===== config.mk =====
export PLATFORM = sky130hd
export DESIGN_NAME = intc_flat
export DESIGN_NICKNAME = d
export VERILOG_FILES = /design/src/rtl/intc_pkg.sv /design/src/rtl/intc_if.sv /design/src/rtl/intc_prio_enc.sv /design/src/rtl/intc.sv /design/src/flat_wrapper.sv
export SDC_FILE = /design/constraint.sdc
export NUM_CORES = 1
export LEC_CHECK = 0
export BUFFER_PORTS_ARGS = -buffer_cell sky130_fd_sc_hd__buf_2
export CAP_MARGIN = 10
export CORE_ASPECT_RATIO = 0.7
export CORE_UTILIZATION = 30
export CTS_CLUSTER_SIZE = 10
export DETAILED_ROUTE_END_ITERATION = 8
export SYNTH_ARGS = -nofsm -noshare
export SYNTH_HDL_FRONTEND = slang
export SYNTH_SLANG_ARGS = --single-unit
export TNS_END_PERCENT = 10

===== constraint.sdc =====
create_clock -name clk -period 3.2 [get_ports clk]
set_input_delay 0 -clock clk [delete_from_list [all_inputs] [get_ports clk]]
set_output_delay 0 -clock clk [all_outputs]
set_load 0.01 [all_outputs]

===== src/rtl/intc_pkg.sv =====
// Shared definitions for the interrupt controller: bus placement, register
// offsets, vector word layout and default source count.
package intc_pkg;

    localparam logic [31:0] INTC_BASE     = 32'h0000_7F50;
    localparam logic [31:0] INTC_LAST     = 32'h0000_7F6F;
    localparam int unsigned VALID_BIT     = 31;
    localparam int unsigned N_SRC_DEFAULT = 6;

    // Word offsets as seen on t_addr[4:2]
    typedef enum logic [2:0] {
        REG_MASK   = 3'd0,
        REG_MODE   = 3'd1,
        REG_PEND   = 3'd2,
        REG_VECTOR = 3'd3,
        REG_ACK    = 3'd4,
        REG_EOI    = 3'd5,
        REG_ISR    = 3'd6,
        REG_RSVD   = 3'd7
    } intc_reg_e;

    function automatic logic [31:0] vector_word(input logic valid, input logic [2:0] idx);
        logic [31:0] w;
        w = '0;
        if (valid) begin
            w[VALID_BIT] = 1'b1;
            w[2:0]       = idx;
        end
        return w;
    endfunction

endpackage


===== src/rtl/intc_if.sv =====
// Bridge-side register bus of the interrupt controller.
interface intc_if;

    logic        sel;
    logic        we;
    logic [2:0]  addr;
    logic [31:0] wd;
    logic [31:0] rd;

    modport master (output sel, output we, output addr, output wd, input rd);
    modport slave  (input sel, input we, input addr, input wd, output rd);

endinterface


===== src/rtl/intc_prio_enc.sv =====
// Lowest-index-first priority encoder with a valid flag.
module intc_prio_enc #(
    parameter int unsigned N = 6
) (
    input  logic [N-1:0] req,
    output logic [2:0]   idx,
    output logic         valid
);

    always_comb begin
        idx   = '0;
        valid = |req;
        // Scan downward so the lowest set index is the last one written
        for (int unsigned i = N; i > 0; i--) begin
            if (req[i-1]) begin
                idx = 3'(i - 1);
            end
        end
    end

endmodule


===== src/rtl/intc.sv =====
// Memory-mapped interrupt controller: edge/level latching, masking, fixed
// priority with in-service nesting, and a registered irq to CP0.
module intc
    import intc_pkg::*;
#(
    parameter int unsigned N_SRC = N_SRC_DEFAULT
) (
    input  logic             clk,
    input  logic             reset,
    intc_if.slave            bus,
    input  logic [N_SRC-1:0] src,
    output logic             irq
);

    logic [N_SRC-1:0] mask_q,   mask_d;
    logic [N_SRC-1:0] mode_q,   mode_d;
    logic [N_SRC-1:0] elatch_q, elatch_d;
    logic [N_SRC-1:0] isr_q,    isr_d;
    logic [N_SRC-1:0] src_q,    src_d;
    logic             irq_q,    irq_d;

    logic [N_SRC-1:0] rise;
    logic [N_SRC-1:0] pend_eff;
    logic [N_SRC-1:0] eligible;
    logic [N_SRC-1:0] vec_oh;
    logic [N_SRC-1:0] isr_oh;
    logic [N_SRC-1:0] clr;
    logic [N_SRC-1:0] wd_src;
    logic [2:0]       vec_idx;
    logic             vec_valid;
    logic [2:0]       isr_idx;
    logic             isr_valid;
    logic [3:0]       hi_isr;
    logic             wr;
    intc_reg_e        reg_sel;
    logic             unused_wd;

    assign wr        = bus.sel & bus.we;
    assign reg_sel   = intc_reg_e'(bus.addr);
    assign wd_src    = bus.wd[N_SRC-1:0];
    assign unused_wd = ^bus.wd;
    assign rise      = src & ~src_q;
    assign hi_isr    = isr_valid ? {1'b0, isr_idx} : 4'(N_SRC);

    intc_prio_enc #(.N(N_SRC)) u_vec_enc (
        .req   (eligible),
        .idx   (vec_idx),
        .valid (vec_valid)
    );

    intc_prio_enc #(.N(N_SRC)) u_isr_enc (
        .req   (isr_q),
        .idx   (isr_idx),
        .valid (isr_valid)
    );

    always_comb begin
        pend_eff = '0;
        eligible = '0;
        vec_oh   = '0;
        isr_oh   = '0;
        for (int unsigned i = 0; i < N_SRC; i++) begin
            pend_eff[i] = mode_q[i] ? elatch_q[i] : src_q[i];
            eligible[i] = pend_eff[i] & mask_q[i] & (4'(i) < hi_isr);
            vec_oh[i]   = vec_valid & (vec_idx == 3'(i));
            isr_oh[i]   = isr_valid & (isr_idx == 3'(i));
        end
    end

    always_comb begin
        mask_d = mask_q;
        mode_d = mode_q;
        isr_d  = isr_q;
        clr    = '0;
        if (wr) begin
            unique case (reg_sel)
                REG_MASK: mask_d = wd_src;
                REG_MODE: mode_d = wd_src;
                REG_PEND: clr    = wd_src;
                REG_ACK: begin
                    clr   = vec_oh;
                    isr_d = isr_q | vec_oh;
                end
                REG_EOI:  isr_d  = isr_q & ~isr_oh;
                default: ;
            endcase
        end
        // A new edge outranks any clear; masking with mode_d drops latches of
        // sources switched to level and lets a same-edge MODE write catch an edge
        elatch_d = ((elatch_q & ~clr) | rise) & mode_d;
        src_d    = src;
        irq_d    = |eligible;
    end

    always_ff @(posedge clk) begin
        if (reset) begin
            mask_q   <= '0;
            mode_q   <= '0;
            elatch_q <= '0;
            isr_q    <= '0;
            src_q    <= '0;
            irq_q    <= 1'b0;
        end else begin
            mask_q   <= mask_d;
            mode_q   <= mode_d;
            elatch_q <= elatch_d;
            isr_q    <= isr_d;
            src_q    <= src_d;
            irq_q    <= irq_d;
        end
    end

    assign irq = irq_q;

    always_comb begin
        bus.rd = '0;
        unique case (reg_sel)
            REG_MASK:   bus.rd[N_SRC-1:0] = mask_q;
            REG_MODE:   bus.rd[N_SRC-1:0] = mode_q;
            REG_PEND:   bus.rd[N_SRC-1:0] = pend_eff;
            REG_VECTOR: bus.rd            = vector_word(vec_valid, vec_idx);
            REG_ISR:    bus.rd[N_SRC-1:0] = isr_q;
            default:    bus.rd            = '0;
        endcase
    end

endmodule


===== src/flat_wrapper.sv =====
// flat-port wrapper written by rule: the top's interface ports become plain ports
module intc_flat import intc_pkg::*;
#(
    parameter int unsigned N_SRC = N_SRC_DEFAULT
)
  (clk, reset, src, irq, bus_sel, bus_we, bus_addr, bus_wd, bus_rd);
  intc_if bus_i ();
  input  logic clk;
  input  logic reset;
  input  logic [N_SRC-1:0] src;
  output logic irq;
  input wire logic [$bits(bus_i.sel)-1:0] bus_sel;
  input wire logic [$bits(bus_i.we)-1:0] bus_we;
  input wire logic [$bits(bus_i.addr)-1:0] bus_addr;
  input wire logic [$bits(bus_i.wd)-1:0] bus_wd;
  output wire logic [$bits(bus_i.rd)-1:0] bus_rd;
  assign bus_i.sel = bus_sel;
  assign bus_i.we = bus_we;
  assign bus_i.addr = bus_addr;
  assign bus_i.wd = bus_wd;
  assign bus_rd = bus_i.rd;
  intc #(.N_SRC(N_SRC)) u_core (.clk(clk), .reset(reset), .bus(bus_i), .src(src), .irq(irq));
endmodule

# Word level (Yosys, flattened, before mapping)
# Index checks and enable logic that the tools add are counted.
# totals
ff_bits,31
latch_bits,0
ramBits,0
mem_bits_ro,0
inputBits,45
out_inout_bits,33
wordCells,98
memories,0
# classes
add_sub_neg,0
multipliers,0
n_div,0
n_lt_le_gt_ge,6
eq_ne,16
n_shift,0
muxes,28
bitwise_logic,34
n_reduce_logical,8
# ops
cell,count
$mux W3,14
$pmux W6 S5,1
$mux W26,1
$and A1 B1 Y1,25
$and A6 B6 Y6,4
$pmux W6 S2,2
$eq A3 B3 Y1 const B,7
$eq A3 B2 Y1 const B,6
$mux W6,3
$not A6 Y6,3
$or A6 B6 Y6,2
$reduce_or A6 Y1,2
$eq A3 B1 Y1 const B,3
$logic_not A3 Y1,3
$lt A1 B4 Y1 const A,2
$lt A2 B4 Y1 const A,2
$lt A3 B4 Y1 const A,2
$mux W1,7
$reduce_and A2 Y1,2
$reduce_bool A2 Y1,1

# Logic depth before layout (Yosys ltp)
# depth
word_depth,23
mapped_depth,6
mapped_depth_nobuf,5

# Hierarchy
# From an unflattened synthesis, not the netlist that was laid out.
# unflattened
hier_cells,255
hier_area_um2,2050.7
# by_module_without_submodules
mod,instances,cells_each,area_each_um2,seq_area_each_um2
intc,1,235,1945.6,620.6
intc_prio_enc,2,10,52.6,0.0

# Worst setup path after synthesis
# OpenSTA, ideal clock, no wires.
# synth_timing
kind,register to register
from,register u_core.mode_q[4]
to,register u_core.elatch_q[5]
setup_time_ps,122
t_arrival_ps,1684
required_time_ps,3078
path_slack_ps,1395
stages_incl_launch_ff,6
n_path_buf,0
period_less_slack_ps,1805
path_cell_list,dfxtp_1 > mux2_4 > a2111oi_4 > o211ai_2 > a21o_1 > o311a_1
# synth_between
elab_chain_cells,16
word_cells_on_any_way,17
cone_classes,1 x eq/ne; 8 x mux; 7 x bitwise; 1 x reduce/logical
# synth_rtl
element,line,text
"start, declared",intc.sv:16,"logic [N_SRC-1:0] mode_q, mode_d;"
"start signal, assigned",intc.sv:105,mode_q <= mode_d;
$mux W1 *,intc.sv:63,pend_eff[i] = mode_q[i] ? elatch_q[i] : src_q[i];
$and A1 B1 Y1 * (2 in series),intc.sv:64,eligible[i] = pend_eff[i] & mask_q[i] & (4'(i) < hi_isr);
$mux W3 (5 in series),intc_prio_enc.sv:15,if (req[i-1]) begin
$eq A3 B3 Y1,intc.sv:65,vec_oh[i] = vec_valid & (vec_idx == 3'(i));
$and A1 B1 Y1 *,intc.sv:65,
$pmux W6 S2 *,intc.sv:76,unique case (reg_sel)
$mux W6 *,intc.sv:75,if (wr) begin
$not A6 Y6 *,intc.sv:90,elatch_d = ((elatch_q & ~clr) | rise) & mode_d;
$and A6 B6 Y6 *,intc.sv:90,
$or A6 B6 Y6 *,intc.sv:90,
$and A6 B6 Y6 *,intc.sv:90,
"end signal, assigned",intc.sv:106,elatch_q <= elatch_d;
"end, declared",intc.sv:17,"logic [N_SRC-1:0] elatch_q, elatch_d;"
# Mark *: on every way between the ends. The rest lies on a longest branch, timed or not.
# A chain may end at the register's enable or synchronous reset.

# Worst setup path after layout
# layout_timing
from,register u_core.mode_q[4]
to,output port bus_rd[0]
# layout_between
elab_chain_cells,10
word_cells_on_any_way,11
cone_classes,8 x mux; 2 x bitwise; 1 x reduce/logical
# layout_rtl
element,line,text
$mux W1 *,intc.sv:63,
$and A1 B1 Y1 * (2 in series),intc.sv:64,
$mux W3 (5 in series),intc_prio_enc.sv:15,
$mux W3 *,intc_pkg.sv:25,if (valid) begin
$pmux W6 S5 *,intc.sv:117,unique case (reg_sel)
"end, declared",flat_wrapper.sv:16,output wire logic [$bits(bus_i.rd)-1:0] bus_rd;
# Marks and branches as above.

==> run_results.csv <==
group,metric,value,unit
min_path,hold_depth,2,
synth,synthTopCellsByArea,"dfxtp_1 31%, buf_4 10%, mux2i_1 8.5%, nor2_1 3.8%, nand2_1 2.6%",
synth,syn_area,1990,sq um
finish,final_common_cell,"dfxtp_1",
clock_network,postCtsSetupBuffers,0,
floorplan,row_count,24,
timing,slew_headroom,37.5,%
global_routing,grt_pass1_wl,7920,um
route,drt_iter0_drc,116,
global_routing,track_usage,14.9,%
clock_network,cts_tree,"done",
timing,fin_crit_sh,70.3,%
timing,setup_viol,0,
power,powerDensity,351,nW/um^2
clock_network,clkLatencyLatePin,280,ps
route,drtAntennaViolNets,0,
floorplan,core-area,6310,sq um
min_path,hold_path_class,"primary input to flip-flop",
synth,async_reset_ff_share,0,%
finish,postLayoutCoreUtil,36.2,%
placement,place_inst,319,
clock_network,clock_path_buffers,2,
clock_network,cts-buffers-inserted,5,
synth,synthCells,223,
worst_setup_path,worst_setup_path_start_kind,"flip-flop",
synth,ys_seq_area_share,31.2,%
outcome,status,"complete, no violations",
floorplan,die-area,6970,sq um
clock_network,clock_sinks,31,
synth,yosysTopAreaCell,"dfxtp_1",
worst_setup_path,worst_setup_path_end_kind,"primary output",
global_routing,grt_pass1_vias,1549,
route,via_count,1682,
global_routing,antenna_found_initial,0,
clock_network,clkTransAtPathRegs,70,ps
placement,portBuffers,26,
floorplan,pin_count,78,
finish,nets,305,
placement,gp_congestion,0.890,
timing,hold_viol_final,0,
timing,finalMaxSlewViolations,0,
finish,diodes,0,
timing,tightest_slew,935,ps
synth,synth_top_cell_area_share,31.2,%
global_routing,overflow,0,
finish,multi_input_area,1210,sq um
worst_setup_path,r2r_slack,1140,ps
timing,layout_setup_ws,951,ps
floorplan,fp.dieW,99.4,um
worst_setup_path,cp.arrival,2250,ps
route,post_drt_wl_per_cell,14.1,um
worst_setup_path,crit_type,"flip-flop to primary output",
synth,synth.distinct_cells,56,
worst_setup_path,crit_fanout,4,
global_routing,grt_max_degree,26,
route,drt-total-wl,4780,um
job,maxCapViolations,0,
power,leakage,0.924,nW
floorplan,die_y,70.2,um
clock_network,root_buffer,"clkbuf_8",
worst_setup_path,required,3200,ps
timing,tns,0,ps
synth,ys_warn_count,0,
clock_network,ctsHtreeMaxLevel,2,
power,ir_worst_vdd,0.148,mV
finish,area_growth,14.6,%
route,firstDrtPassIters,4,
synth,ys.flop_type,"dfxtp_1",
power,power.total,0.800,mW
timing,rsz0062_at_grt,"no",
finish,regArea,621,sq um
timing,fin_skew,5.78,ps
route,drcViolationCount,0,
timing,layout_min_cycle_time,2250,ps
timing,timing.fmax,0.445,GHz
placement,hpwl,3590,um
clock_network,post_cts_resized,0,
floorplan,start_util,31.6,%
finish,final_cell_mix,"31 x dfxtp_1, 26 x buf_2, 25 x conb_1",
placement,pre_cts_ws,1160,ps
finish,instances_no_fill,339,
synth,avgSynthCellArea,8.93,sq um
worst_setup_path,r2r.worst_path.cells,4,
finish,drive_above_1_share,20.3,%
finish,filler_cell_count,680,
synth,synth_edf_count,0,
synth,yosys_register_bits,31,
route,via_per_inst,4.96,
-- Yosys cell counts, drive strengths merged, types with 4 or more instances --
cell	n
nand2	14
o21ai	10
nor2b	8
nor2	21
a21oi	8
nand3b	6
nand2b	4
a21boi	4
buf	28
clkbuf	4
inv	6
dfxtp	31
mux2i	18
nor3	6
-- sequential cells by signal, summed over array words and instances, names as in the netlist --
| signal | flops |
|---|---|
| u_core.elatch_q | 6 |
| u_core.isr_q | 6 |
| u_core.mask_q | 6 |
| u_core.mode_q | 6 |
| u_core.src_q | 6 |
| u_core.irq | 1 |
-- final cells by class --
type                    instances  area share (%)
clock buffers                   7            3.35
clock inverters                 1           0.219
inverters                       6           0.987
multi-input cells             178            53.0
flip-flops and latches         31            27.2
well taps                      78            4.28
repair buffers                 38            11.0
-- final timing paths --
path,start,to
worst max-delay path,u_core.mode_q[4],bus_rd[0]
worst min-delay path,reset,u_core.mask_q[1]
worst max register to register,u_core.mode_q[0],u_core.elatch_q[4]
worst min register to register,u_core.elatch_q[0],u_core.elatch_q[0]
-- logic make-up (layout without fill, tap and decap cells) --
family / Yosys count / after routing / share of synthesized area, %
flip-flops: 31 / 31 / 31.2
multiplexers: 21 / 21 / 11.5
other: 1 / 25 / 0.188
AND/OR/NAND/NOR: 78 / 78 / 22.8
buffers and inverters: 38 / 52 / 12.6
AO/OA/AOI/OAI: 54 / 54 / 21.7
-- where the power goes --
group	switching, mW	leakage, nW	internal, mW
combinational	0.0646	0.630	0.0432
sequential	0.00471	0.252	0.393
clock	0.142	0.0422	0.152
total	0.211	0.924	0.588
-- worst max-delay path, stage by stage, from the launching register on --
cell       delay (ps)
dfxtp_1           380
mux2_4            340
a2111oi_4         360
o211ai_2          170
a21o_1            260
o31ai_1           280
buf_2             180
-- stage by stage --
stage,hold slack [ps],area [sq um]
2_1_floorplan,80.6,2080
3_5_place_dp,230,2080
4_1_cts,180,2280
5_1_grt,197,2280
6_report,172,2280
3_3_place_gp,222,2080
-- metal layers --
| metal | wire [um] | GRT usage (%) | part of all wire, % | vias to the layer above |
|---|---|---|---|---|
| li1 | - | - | - | 844 |
| met1 | 2470 | 21.9 | 52 | 789 |
| met2 | 2030 | 21.4 | 42 | 45 |
| met3 | 250 | 3.40 | 5.2 | 4 |
| met4 | 34 | 4.58 | 0.71 | 0 |
| met5 | 0 | 0 | 0 | - |
-- repair_timing --
item,CTS,global route
endpoints found under the setup margin,0,0
hold endpoints to repair,14,0
hold buffers,12,0
(Power assumes the default switching activity.)
